[src/rtl/arm_ctrl_pkg.sv]
// Shared definitions for the multicycle ARM controller.
// Holds the FSM state encoding, ALU operation codes, data-processing cmd
// encodings, condition-field encodings, datapath select constants and the
// packed bundle of registered control outputs.
package arm_ctrl_pkg;

  // Controller states. The encoding is visible on state_o.
  typedef enum logic [3:0] {
    S_FETCH  = 4'd0,
    S_DECODE = 4'd1,
    S_MEMADR = 4'd2,
    S_MEMRD  = 4'd3,
    S_MEMWB  = 4'd4,
    S_MEMWR  = 4'd5,
    S_EXECR  = 4'd6,
    S_EXECI  = 4'd7,
    S_ALUWB  = 4'd8,
    S_BRANCH = 4'd9
  } state_t;

  // ALU operation codes (zero-extended onto alu_control).
  localparam logic [2:0] ALU_ADD    = 3'd0;
  localparam logic [2:0] ALU_SUB    = 3'd1;
  localparam logic [2:0] ALU_AND    = 3'd2;
  localparam logic [2:0] ALU_ORR    = 3'd3;
  localparam logic [2:0] ALU_EOR    = 3'd4;
  localparam logic [2:0] ALU_PASS_B = 3'd5;

  // Data-processing cmd field, instr[24:21].
  localparam logic [3:0] CMD_AND = 4'b0000;
  localparam logic [3:0] CMD_EOR = 4'b0001;
  localparam logic [3:0] CMD_SUB = 4'b0010;
  localparam logic [3:0] CMD_ADD = 4'b0100;
  localparam logic [3:0] CMD_CMP = 4'b1010;
  localparam logic [3:0] CMD_ORR = 4'b1100;
  localparam logic [3:0] CMD_MOV = 4'b1101;

  // Condition field, instr[31:28].
  localparam logic [3:0] COND_EQ = 4'b0000;
  localparam logic [3:0] COND_NE = 4'b0001;
  localparam logic [3:0] COND_CS = 4'b0010;
  localparam logic [3:0] COND_CC = 4'b0011;
  localparam logic [3:0] COND_MI = 4'b0100;
  localparam logic [3:0] COND_PL = 4'b0101;
  localparam logic [3:0] COND_VS = 4'b0110;
  localparam logic [3:0] COND_VC = 4'b0111;
  localparam logic [3:0] COND_HI = 4'b1000;
  localparam logic [3:0] COND_LS = 4'b1001;
  localparam logic [3:0] COND_GE = 4'b1010;
  localparam logic [3:0] COND_LT = 4'b1011;
  localparam logic [3:0] COND_GT = 4'b1100;
  localparam logic [3:0] COND_LE = 4'b1101;
  localparam logic [3:0] COND_AL = 4'b1110;
  localparam logic [3:0] COND_NV = 4'b1111;

  // alu_src_b selects.
  localparam logic [1:0] SRCB_REG  = 2'd0;
  localparam logic [1:0] SRCB_IMM  = 2'd1;
  localparam logic [1:0] SRCB_FOUR = 2'd2;

  // result_src selects.
  localparam logic [1:0] RES_ALUOUT = 2'd0;
  localparam logic [1:0] RES_MEM    = 2'd1;
  localparam logic [1:0] RES_ALU    = 2'd2;

  localparam logic [3:0] REG_PC = 4'd15;

  // Registered control outputs driven by the FSM.
  typedef struct packed {
    logic       pc_write;
    logic       adr_src;
    logic       mem_write;
    logic       ir_write;
    logic       reg_write;
    logic       alu_src_a;
    logic [1:0] alu_src_b;
    logic [1:0] result_src;
    logic [2:0] alu_op;
  } ctl_t;

  localparam ctl_t CTL_IDLE = '0;

  // FETCH: write IR, PC := PC + 4 taken directly from the ALU.
  localparam ctl_t CTL_FETCH = '{
    pc_write:   1'b1,
    adr_src:    1'b0,
    mem_write:  1'b0,
    ir_write:   1'b1,
    reg_write:  1'b0,
    alu_src_a:  1'b1,
    alu_src_b:  SRCB_FOUR,
    result_src: RES_ALU,
    alu_op:     ALU_ADD
  };

endpackage

[src/rtl/arm_cond_check.sv]
// Condition-field evaluator.
// Ports:
//   cond    - instr[31:28]
//   flags   - architectural {N,Z,C,V}
//   cond_ok - 1 when the instruction should execute; cond=1111 never executes
// Purely combinational.
module arm_cond_check
  import arm_ctrl_pkg::*;
(
  input  logic [3:0] cond,
  input  logic [3:0] flags,
  output logic       cond_ok
);

  logic n, z, c, v;
  assign {n, z, c, v} = flags;

  always_comb begin
    cond_ok = 1'b0;
    case (cond)
      COND_EQ: cond_ok = z;
      COND_NE: cond_ok = ~z;
      COND_CS: cond_ok = c;
      COND_CC: cond_ok = ~c;
      COND_MI: cond_ok = n;
      COND_PL: cond_ok = ~n;
      COND_VS: cond_ok = v;
      COND_VC: cond_ok = ~v;
      COND_HI: cond_ok = c & ~z;
      COND_LS: cond_ok = ~c | z;
      COND_GE: cond_ok = (n == v);
      COND_LT: cond_ok = (n != v);
      COND_GT: cond_ok = ~z & (n == v);
      COND_LE: cond_ok = z | (n != v);
      COND_AL: cond_ok = 1'b1;
      default: cond_ok = 1'b0;  // COND_NV
    endcase
  end

endmodule

[src/rtl/arm_multicycle_ctrl.sv]
// Multicycle ARM controller: Moore FSM sequencing FETCH, DECODE, execute,
// memory and writeback over a shared memory/ALU datapath, with an NZCV flag
// register and conditional execution.
// Ports:
//   clk, rst_n         - clock, asynchronous active-low reset
//   cond/op/funct/rd/sh - instruction fields from the instruction register
//   alu_flags          - ALU {N,Z,C,V} for the current cycle
//   pc_write, ir_write, reg_write, mem_write - enables (0 while in reset)
//   adr_src, alu_src_a, alu_src_b, result_src, alu_control - datapath selects
//   imm_src, reg_src, shift_rl - instruction-decoded selects
//   flags              - registered NZCV
//   state_o            - current FSM state
// Control outputs are registered: they are computed from the next state, so
// a writeback state's enables use the condition result evaluated before the
// preceding execute state updates the flags.
module arm_multicycle_ctrl
  import arm_ctrl_pkg::*;
#(
  parameter int         ALUCTRL_W   = 3,
  parameter bit         ENABLE_COND = 1'b1,
  parameter logic [3:0] FLAGS_RST   = 4'b0000
) (
  input  logic                 clk,
  input  logic                 rst_n,
  input  logic [3:0]           cond,
  input  logic [1:0]           op,
  input  logic [5:0]           funct,
  input  logic [3:0]           rd,
  input  logic [1:0]           sh,
  input  logic [3:0]           alu_flags,
  output logic                 pc_write,
  output logic                 adr_src,
  output logic                 mem_write,
  output logic                 ir_write,
  output logic                 reg_write,
  output logic                 alu_src_a,
  output logic [1:0]           alu_src_b,
  output logic [1:0]           result_src,
  output logic [1:0]           imm_src,
  output logic [1:0]           reg_src,
  output logic                 shift_rl,
  output logic [ALUCTRL_W-1:0] alu_control,
  output logic [3:0]           flags,
  output logic [3:0]           state_o
);

  state_t     state, nxt;
  ctl_t       ctl_d, ctl_q;
  logic [3:0] flags_q;
  logic       cond_ok, condex;

  logic [3:0] cmd;
  logic       s_bit;
  logic [2:0] dp_alu;
  logic       dp_defined, dp_writes, dp_arith;

  logic unused_sh;
  assign unused_sh = sh[1];

  assign cmd   = funct[4:1];
  assign s_bit = funct[0];

  arm_cond_check u_cond (
    .cond    (cond),
    .flags   (flags_q),
    .cond_ok (cond_ok)
  );

  assign condex = ENABLE_COND ? cond_ok : 1'b1;

  // Data-processing decode. Undefined cmds compute ADD but neither write a
  // register nor touch the flags.
  always_comb begin
    dp_alu     = ALU_ADD;
    dp_defined = 1'b1;
    dp_writes  = 1'b1;
    dp_arith   = 1'b0;
    case (cmd)
      CMD_AND: dp_alu = ALU_AND;
      CMD_EOR: dp_alu = ALU_EOR;
      CMD_SUB: begin dp_alu = ALU_SUB; dp_arith = 1'b1; end
      CMD_ADD: begin dp_alu = ALU_ADD; dp_arith = 1'b1; end
      CMD_ORR: dp_alu = ALU_ORR;
      CMD_MOV: dp_alu = ALU_PASS_B;
      CMD_CMP: begin dp_alu = ALU_SUB; dp_arith = 1'b1; dp_writes = 1'b0; end
      default: begin dp_defined = 1'b0; dp_writes = 1'b0; end
    endcase
  end

  // Next-state logic. Unused encodings recover to FETCH.
  always_comb begin
    nxt = S_FETCH;
    case (state)
      S_FETCH:  nxt = S_DECODE;
      S_DECODE: begin
        case (op)
          2'b01:   nxt = S_MEMADR;
          2'b00:   nxt = funct[5] ? S_EXECI : S_EXECR;
          2'b10:   nxt = S_BRANCH;
          default: nxt = S_FETCH;
        endcase
      end
      S_MEMADR: nxt = funct[0] ? S_MEMRD : S_MEMWR;
      S_MEMRD:  nxt = S_MEMWB;
      S_EXECR:  nxt = S_ALUWB;
      S_EXECI:  nxt = S_ALUWB;
      default:  nxt = S_FETCH;
    endcase
  end

  // Control values for the state being entered.
  always_comb begin
    ctl_d = CTL_IDLE;
    case (nxt)
      S_FETCH:  ctl_d = CTL_FETCH;
      S_DECODE: begin
        ctl_d.alu_src_a = 1'b1;
        ctl_d.alu_src_b = SRCB_FOUR;
        ctl_d.alu_op    = ALU_ADD;
      end
      S_MEMADR: begin
        ctl_d.alu_src_b = SRCB_IMM;
        ctl_d.alu_op    = ALU_ADD;
      end
      S_MEMRD:  ctl_d.adr_src = 1'b1;
      S_MEMWB: begin
        ctl_d.result_src = RES_MEM;
        ctl_d.reg_write  = condex;
      end
      S_MEMWR: begin
        ctl_d.adr_src   = 1'b1;
        ctl_d.mem_write = condex;
      end
      S_EXECR: begin
        ctl_d.alu_src_b = SRCB_REG;
        ctl_d.alu_op    = dp_alu;
      end
      S_EXECI: begin
        ctl_d.alu_src_b = SRCB_IMM;
        ctl_d.alu_op    = dp_alu;
      end
      S_ALUWB: begin
        ctl_d.result_src = RES_ALUOUT;
        ctl_d.reg_write  = condex & dp_writes & (rd != REG_PC);
        ctl_d.pc_write   = condex & dp_writes & (rd == REG_PC);
      end
      S_BRANCH: begin
        ctl_d.alu_src_b  = SRCB_IMM;
        ctl_d.alu_op     = ALU_ADD;
        ctl_d.result_src = RES_ALU;
        ctl_d.pc_write   = condex;
      end
      default: ctl_d = CTL_IDLE;
    endcase
  end

  always_ff @(posedge clk or negedge rst_n) begin
    if (!rst_n) begin
      state   <= S_FETCH;
      ctl_q   <= CTL_FETCH;
      flags_q <= FLAGS_RST;
    end else begin
      state <= nxt;
      ctl_q <= ctl_d;
      // Flags land at the end of execute; the writeback enables registered
      // on this same edge were computed from the old flags.
      if ((state == S_EXECR || state == S_EXECI) && condex &&
          (s_bit || cmd == CMD_CMP) && dp_defined) begin
        flags_q[3:2] <= alu_flags[3:2];
        if (dp_arith) flags_q[1:0] <= alu_flags[1:0];
      end
    end
  end

  // Enables are gated by rst_n so they fall the moment reset asserts, while
  // the registered FETCH values are ready on the first cycle after release.
  assign pc_write    = ctl_q.pc_write  & rst_n;
  assign ir_write    = ctl_q.ir_write  & rst_n;
  assign reg_write   = ctl_q.reg_write & rst_n;
  assign mem_write   = ctl_q.mem_write & rst_n;
  assign adr_src     = ctl_q.adr_src;
  assign alu_src_a   = ctl_q.alu_src_a;
  assign alu_src_b   = ctl_q.alu_src_b;
  assign result_src  = ctl_q.result_src;
  assign alu_control = ALUCTRL_W'(ctl_q.alu_op);

  assign imm_src  = op;
  assign reg_src  = {(op == 2'b01) && !funct[0], (op == 2'b10)};
  assign shift_rl = (op == 2'b00) && (cmd == CMD_MOV) && sh[0];

  assign flags   = flags_q;
  assign state_o = state;

endmodule

[config.mk]
export PLATFORM = sky130hd
export DESIGN_NAME = arm_multicycle_ctrl
export DESIGN_NICKNAME = d
export VERILOG_FILES = /design/src/rtl/arm_ctrl_pkg.sv /design/src/rtl/arm_cond_check.sv /design/src/rtl/arm_multicycle_ctrl.sv
export SDC_FILE = /design/constraint.sdc
export NUM_CORES = 1
export LEC_CHECK = 0
export CAP_MARGIN = 40
export CORE_ASPECT_RATIO = 1.5
export CORE_MARGIN = 3
export CORE_UTILIZATION = 30
export CTS_BUF_LIST = sky130_fd_sc_hd__clkbuf_16
export DETAILED_ROUTE_END_ITERATION = 10
export PLACE_DENSITY_LB_ADDON = 0.12
export SLEW_MARGIN = 20
export SYNTH_ARGS = -nofsm -noshare
export SYNTH_HDL_FRONTEND = slang
export SYNTH_HIERARCHICAL = 1
export SYNTH_SLANG_ARGS = --single-unit
[constraint.sdc]
create_clock -name clk -period 3.3 [get_ports clk]
set_clock_uncertainty 0.2 [all_clocks]
set_input_delay 0.33 -clock clk [delete_from_list [all_inputs] [get_ports clk]]
set_output_delay 0.33 -clock clk [all_outputs]
set_load 0.005 [all_outputs]
; Word-level counts from Yosys, hierarchy flattened
; Cells that the tools add are included.
[op_classes]
eq_ne = 40
muxes = 18
bitwise = 15
reduce_logical = 25
[op_table]
columns = op, count
row1 = $eq 4x4->1 const B, 13
row2 = $eq 4x3->1 const B, 11
row3 = $eq 4x2->1 const B, 7
row4 = $pmux 4 s5, 1
row5 = $eq 4x1->1 const B, 4
row6 = $logic_not 4->1, 4
row7 = $pmux 1 s15, 1
row8 = $pmux 3 s5, 1
row9 = $pmux 4 s3, 1
row10 = $reduce_or 2->1, 6
row11 = $and 1x1->1, 9
row12 = $mux 1, 8
row13 = $pmux 2 s2, 2
row14 = $reduce_or 7->1, 1
row15 = $logic_and 1x1->1, 6
row16 = $mux 3, 2
row17 = $reduce_or 3->1, 2
row18 = $reduce_or 6->1, 1
row19 = $ne 4x4->1 const B, 1
row20 = $not 1->1, 4
row21 = $pmux 1 s3, 1
row22 = $eq 2x1->1 const B, 1
row23 = $eq 2x2->1 const B, 1
row24 = $logic_not 2->1, 1
row25 = other kinds (7), 9
[totals]
regBits = 21
in_bits = 24
out_inout_bits = 26
word_cells = 110

; Logic depth before layout (Yosys ltp)
[depth]
word_depth = 7
ltp_mapped = 9
depth_no_buf = 8

; Modules after synthesis
; The synthesis kept the hierarchy.
[modules_own_cells]
columns = module, n_inst, cells_per_inst, area_each_um2, seq_area_each_um2
row1 = arm_multicycle_ctrl, 1, 109, 1146.1, 531.8
row2 = arm_cond_check, 1, 28, 193.9, 0.0

; Least setup slack after synthesis
; No wires, ideal clock.
[synth_path]
path_type = flip-flop to flip-flop
from = register flags_q[3], in the netlist flags[3]
to = register flags_q[0], in the netlist flags[0]
setup_ps = 125
t_arrival_ps = 2034
required_ps = 2975
slack_ps = 941
stages_incl_launch_ff = 8
n_path_buf = 0
synth_period_minus_slack_ps = 2359
cell_sequence = dfrtp_1 -> xnor2_2 -> a221oi_1 -> a211o_1 -> a211o_1 -> nand4b_1 -> a211oi_1 -> mux2_2
[synth_between]
elab_chain_cells = 7
word_cells_on_any_way = 10
cone_classes = eq/ne: 2 / mux: 1 / bitwise: 3 / reduce/logical: 4
[synth_rtl]
columns = item, line_no
row1 = start: declaration, arm_multicycle_ctrl.sv:49  ; logic [3:0] flags_q;
row2 = start signal: assignment, arm_multicycle_ctrl.sv:169  ; flags_q[3:2] <= alu_flags[3:2];
row3 = $ne 1x1->1 or $eq 1x1->1 (tied branches), -
row4 = $or 1x1->1 or $and 1x1->1 (tied branches), "arm_cond_check.sv:34, arm_cond_check.sv:33"
row5 = $pmux 1 s15 (*), arm_cond_check.sv:20  ; case (cond)
row6 = named net cond_ok, arm_multicycle_ctrl.sv:50  ; logic cond_ok, condex;
row7 = $logic_and 1x1->1 (*) (2 in series), arm_multicycle_ctrl.sv:167  ; if ((state == S_EXECR || state == S_EXECI) && condex &&
row8 = $logic_and 1x1->1 (*), arm_multicycle_ctrl.sv:168  ; (s_bit || cmd == CMD_CMP) && dp_defined) begin
row9 = $reduce_and 2->1 (no line) (*), -
; The timed path passes the listed nets; every way through them passes the cells marked *.
; A chain may end at the register's enable or synchronous reset.

; Final worst setup path
[layout_path]
from = input cond[2]
to = register flags_q[3], in the netlist flags[3]
[layout_between]
elab_chain_cells = 5
word_cells_on_any_way = 19
cone_classes = eq/ne: 14 / mux: 1 / reduce/logical: 4
[layout_rtl]
columns = item, line_no
row1 = start: declaration, arm_multicycle_ctrl.sv:25  ; input logic [3:0] cond,
row2 = $eq 4x4->1 (tied with other cells), arm_cond_check.sv:20
row3 = $pmux 1 s15 (*), arm_cond_check.sv:20
row4 = named net cond_ok, arm_multicycle_ctrl.sv:50
row5 = $logic_and 1x1->1 (*) (2 in series), arm_multicycle_ctrl.sv:167
row6 = $logic_and 1x1->1 (*), arm_multicycle_ctrl.sv:168
; Marked as above.

==> results.yml <==
logic_synthesis:
  synth_compound_area_frac: 0.1867
  netlist_area_um2: 1340
  ys.warnings.count: 6
  postSynth.topFlopCell: "dfrtp_1"
  synth_xor_area_frac: 0.03175
  synthDistinctLibCells: 50
  synth_area_per_cell_um2: 9.781
  synth_largest_type_area_fraction: 0.2988
  gate_count_after_technology_mapping: 137
  synth_top_family_by_area: "simple AND/OR/NAND/NOR gates"
  postSynthRegisterBits: 21
  syn_nets: 161
  async_flop_share: 1.000
  synth.largest_area_cell: "dfrtp_1"
  synth-simple-area-share: 0.2689
  synthAdderAreaFrac: 0
  synth_top_cells_by_area: "dfrtp_1 30%, dfstp_2 9.8%, buf_4 5.0%, nor2_1 2.5%, and2_1 2.3%"
  synth.area.mux_share: 0.02801
  synth.yosys.seq_area_share: 0.3968
  synth_enable_flop_cells: 0
setup_path:
  worst-r2r-setup-slack_ns: 0.79
  crit_top_cell: "a211o_1"
  slowest_delay_ns: 0.62
  cp.required_ns: 3.29
  cp.arrival_ns: 2.75
  worstPathCellList: "clkdlybuf4s50_1 > or2b_1 > o31ai_1 > a211o_1 > a211o_1 > nand4b_1 > buf_4 > nor4b_1 > a22oi_1 > nand3_1"
  crit_path_leading_delay_family: "simple AND/OR/NAND/NOR gates"
  slowest_stage: "clkdlybuf4s50_1"
  timing.critical_path.to_type: "register"
  criticalPathCategory: "input port to register"
  regToRegEndpoint: "flags[3]"
  cp-start-kind: "input port"
  worst-path-buf-inv: 2
  worst-r2r-cell-count: 9
  crit_fanout: 8
  regToRegStartpoint: "flags[3]"
detailed_routing:
  average_via_count_per_standard_cell: 5.249
  route.vias.total: 1160
  number_of_routed_nets_with_antenna_violations: 0
  detail_route.first_pass.iterations: 4
  post_drt_wl_per_cell_um: 14.84
  drt-total-wl_um: 3279
  drt_first_iter_violations: 54
  route.detailed.drc: 0
power_and_ir_drop:
  cellPowerDensity_nw_per_um2: 587.7
  sum_of_internal_switching_and_leakage_power_mw: 1.099
  power_frac_seq: 0.373
  combinationalPowerShare: 0.396
  netSwitchingFraction: 0.2994
  net-switching-power_uw: 329.1
  power.ir.vdd_worst_uv: 353.7
  pwr-share-clk: 0.231
  internal_power_uw: 770.2
  total_leakage_power_nw: 0.7359
global_route:
  global_route.overflow_total: 0
  overall_global_routing_resource_usage: 0.1300
  grt_antenna_before_repair: 0
  maximum_number_of_pins_on_one_net_before_global_route_repair: 15
  grt_pass1_vias: 1117
  grt_pass1_wl_um: 5306
timing:
  grt_setup_unrepaired: "no"
  slew_headroom: 0.6243
  setup_total_negative_slack_ns: 0
  clock.fmax_mhz: 361.5
  final-max-slew-violation-count: 0
  finalSetupViolCount: 0
  finalWorstPathRequiredPeriod_ns: 2.766
  minimum_hold_slack_ns: 0.2152
  final_min_period_over_clock_period: 0.8383
  max_slew.worst_pin.slew_ns: 0.5558
  final_hold_viol_count: 0
placed_design:
  routabilityCongestion: 0.8118
  port_buffers: 48
  placedCellCount: 217
  detailed_place.area_um2: 1790
  detailedPlacementHpwl_um: 2561
floorplanning:
  dieWidth_um: 60.57
  die_h_um: 87.86
  ios: 50
  core_um2: 4282
  fp-row-count: 29
  die-area_um2: 5321
  floorplan.initialDensity: 0.3130
clock_network:
  cts_root_buf: "clkbuf_16"
  clk_path_buf_depth: 2
  worst_setup_hold_path_clk_slew_ns: 0.06
  cts.sink_count: 21
  clock_tree.htree_level_count: 1
  cts_hold_buffers: 0
  number_of_clock_buffers_inserted_by_tritoncts: 3
  cts_resized: 0
  post_cts_buffers: 0
  clock_latency_reported_for_the_late_side_of_the_worst_skew_pair_ns: 0.25
  tritoncts: "yes"
cells_and_area:
  final_cell_count_no_fill: 221
  finalInstanceArea_um2: 1871
  nets: 200
  diodes: 0
  area_growth_syn_to_layout_pct: 39.59
  num-fill-cells: 424
  layout-drive-gt1-share: 0.1314
run:
  max-cap-violations: 0
status:
  outcome: "completed"
worst_hold_path:
  hold_class: "input port to asynchronous set/reset pin"
==> layer usage <==
layer / vias to the layer above / GRT usage / wire length, um
met1: 550 / 0.1639 / 1361
met3: 2 / 0.02212 / 163
met2: 36 / 0.2210 / 1737
met5: - / 0 / 0
li1: 572 / - / -
met4: 0 / 0.04142 / 16
==> layout by cell type, fill, tap and decap left out, types with 2 or more instances in the layout <==
master           count
dfrtp_1             16
inv_1                2
clkdlybuf4s50_1     48
xor2_1               2
nand3b_1             4
o21ai_0              2
nand3_1              3
o211ai_1             4
dfstp_2              5
or4b_1               2
clkbuf_16            3
nor3_1               5
a21oi_1              5
nand2b_1             4
nor3b_1              4
nand2_1              6
nor2b_1              3
and2_1               5
nor2_1               9
nand4b_1             2
mux2_2               2
o31ai_1              2
buf_4                3
o22ai_1              2
a211o_1              2
nor4b_1              3
a22oi_1              4
==> layout make-up <==
cell class / instances / area, um2 / area share
flip-flops and latches: 21 / 531.8 / 0.2843
well taps: 46 / 57.56 / 0.03077
clock inverters: 1 / 5.005 / 0.002676
multi-input cells: 97 / 690.7 / 0.3692
inverters: 2 / 7.507 / 0.004013
repair buffers: 51 / 503.0 / 0.2689
clock buffers: 3 / 75.07 / 0.04013
==> through the flow <==
| step | utilization | setup slack [ns] |
|---|---|---|
| 2_1_floorplan | - | 0.9408 |
| 3_3_place_gp | 0.4182 | 0.3493 |
| 3_5_place_dp | 0.4182 | 0.2966 |
| 4_1_cts | 0.4369 | 0.5661 |
| 5_1_grt | 0.4369 | 0.3702 |
| 6_report | 0.4369 | 0.5337 |
==> flip-flops by register name, summed over array words and instances, names as in the netlist <==
signal       cells
flags            4
alu_src_a        1
adr_src          1
alu_src_b        2
alu_control      3
state_o          4
result_src       2
ctl_q            4
==> worst max path at each step <==
stage                     startpoint       end  slack (ns)  depth (start not counted)
after floorplan             flags[3]  flags[0]        0.94                          7
after global placement       cond[2]  flags[1]        0.35                          8
after detailed placement     cond[2]  flags[1]        0.30                          8
after CTS                    cond[2]  flags[3]        0.57                         10
after global routing         cond[2]  flags[3]        0.37                         10
final                        cond[2]  flags[3]        0.53                         10
==> power by group through the flow <==
stage / clock network (mW) / logic (mW) / registers, mW
detailed placement: 0 / 0.441 / 0.413
floorplan: 0 / 0.270 / 0.398
global route: 0.277 / 0.480 / 0.420
CTS: 0.268 / 0.443 / 0.410
finish: 0.254 / 0.436 / 0.410
global placement: 0 / 0.442 / 0.412
==> cells by family after synthesis <==
logic type / count (synthesis)
simple gates: 58
xor+xnor: 4
mux: 3
buf+inv: 19
compound gates: 32
flops: 21
==> cell usage after synthesis (all sizes together), types with 2 or more instances <==
library cell  number
nor2               9
nor4b              3
and2               5
inv                2
nand3              3
o22ai              2
xor2               2
clkbuf             3
nor2b              3
dfrtp             16
and3               2
nor3b              4
a22oi              4
nor3               5
nand4b             2
o21ai              3
nand2b             4
o31ai              2
nand3b             4
o211ai             4
buf               14
or4b               3
nand2              6
xnor2              2
mux2               3
a21oi              5
a211o              2
dfstp              5
==> worst reg2reg max path: stages, from the launching register on <==
cell      delay, ns
dfrtp_1        0.49
xnor2_2        0.20
a221oi_1       0.27
a211o_1        0.14
a211o_1        0.18
nand4b_1       0.16
buf_4          0.19
nor4b_1        0.39
a22oi_1        0.12
nand3_1        0.11
(Power assumes the default switching activity.)
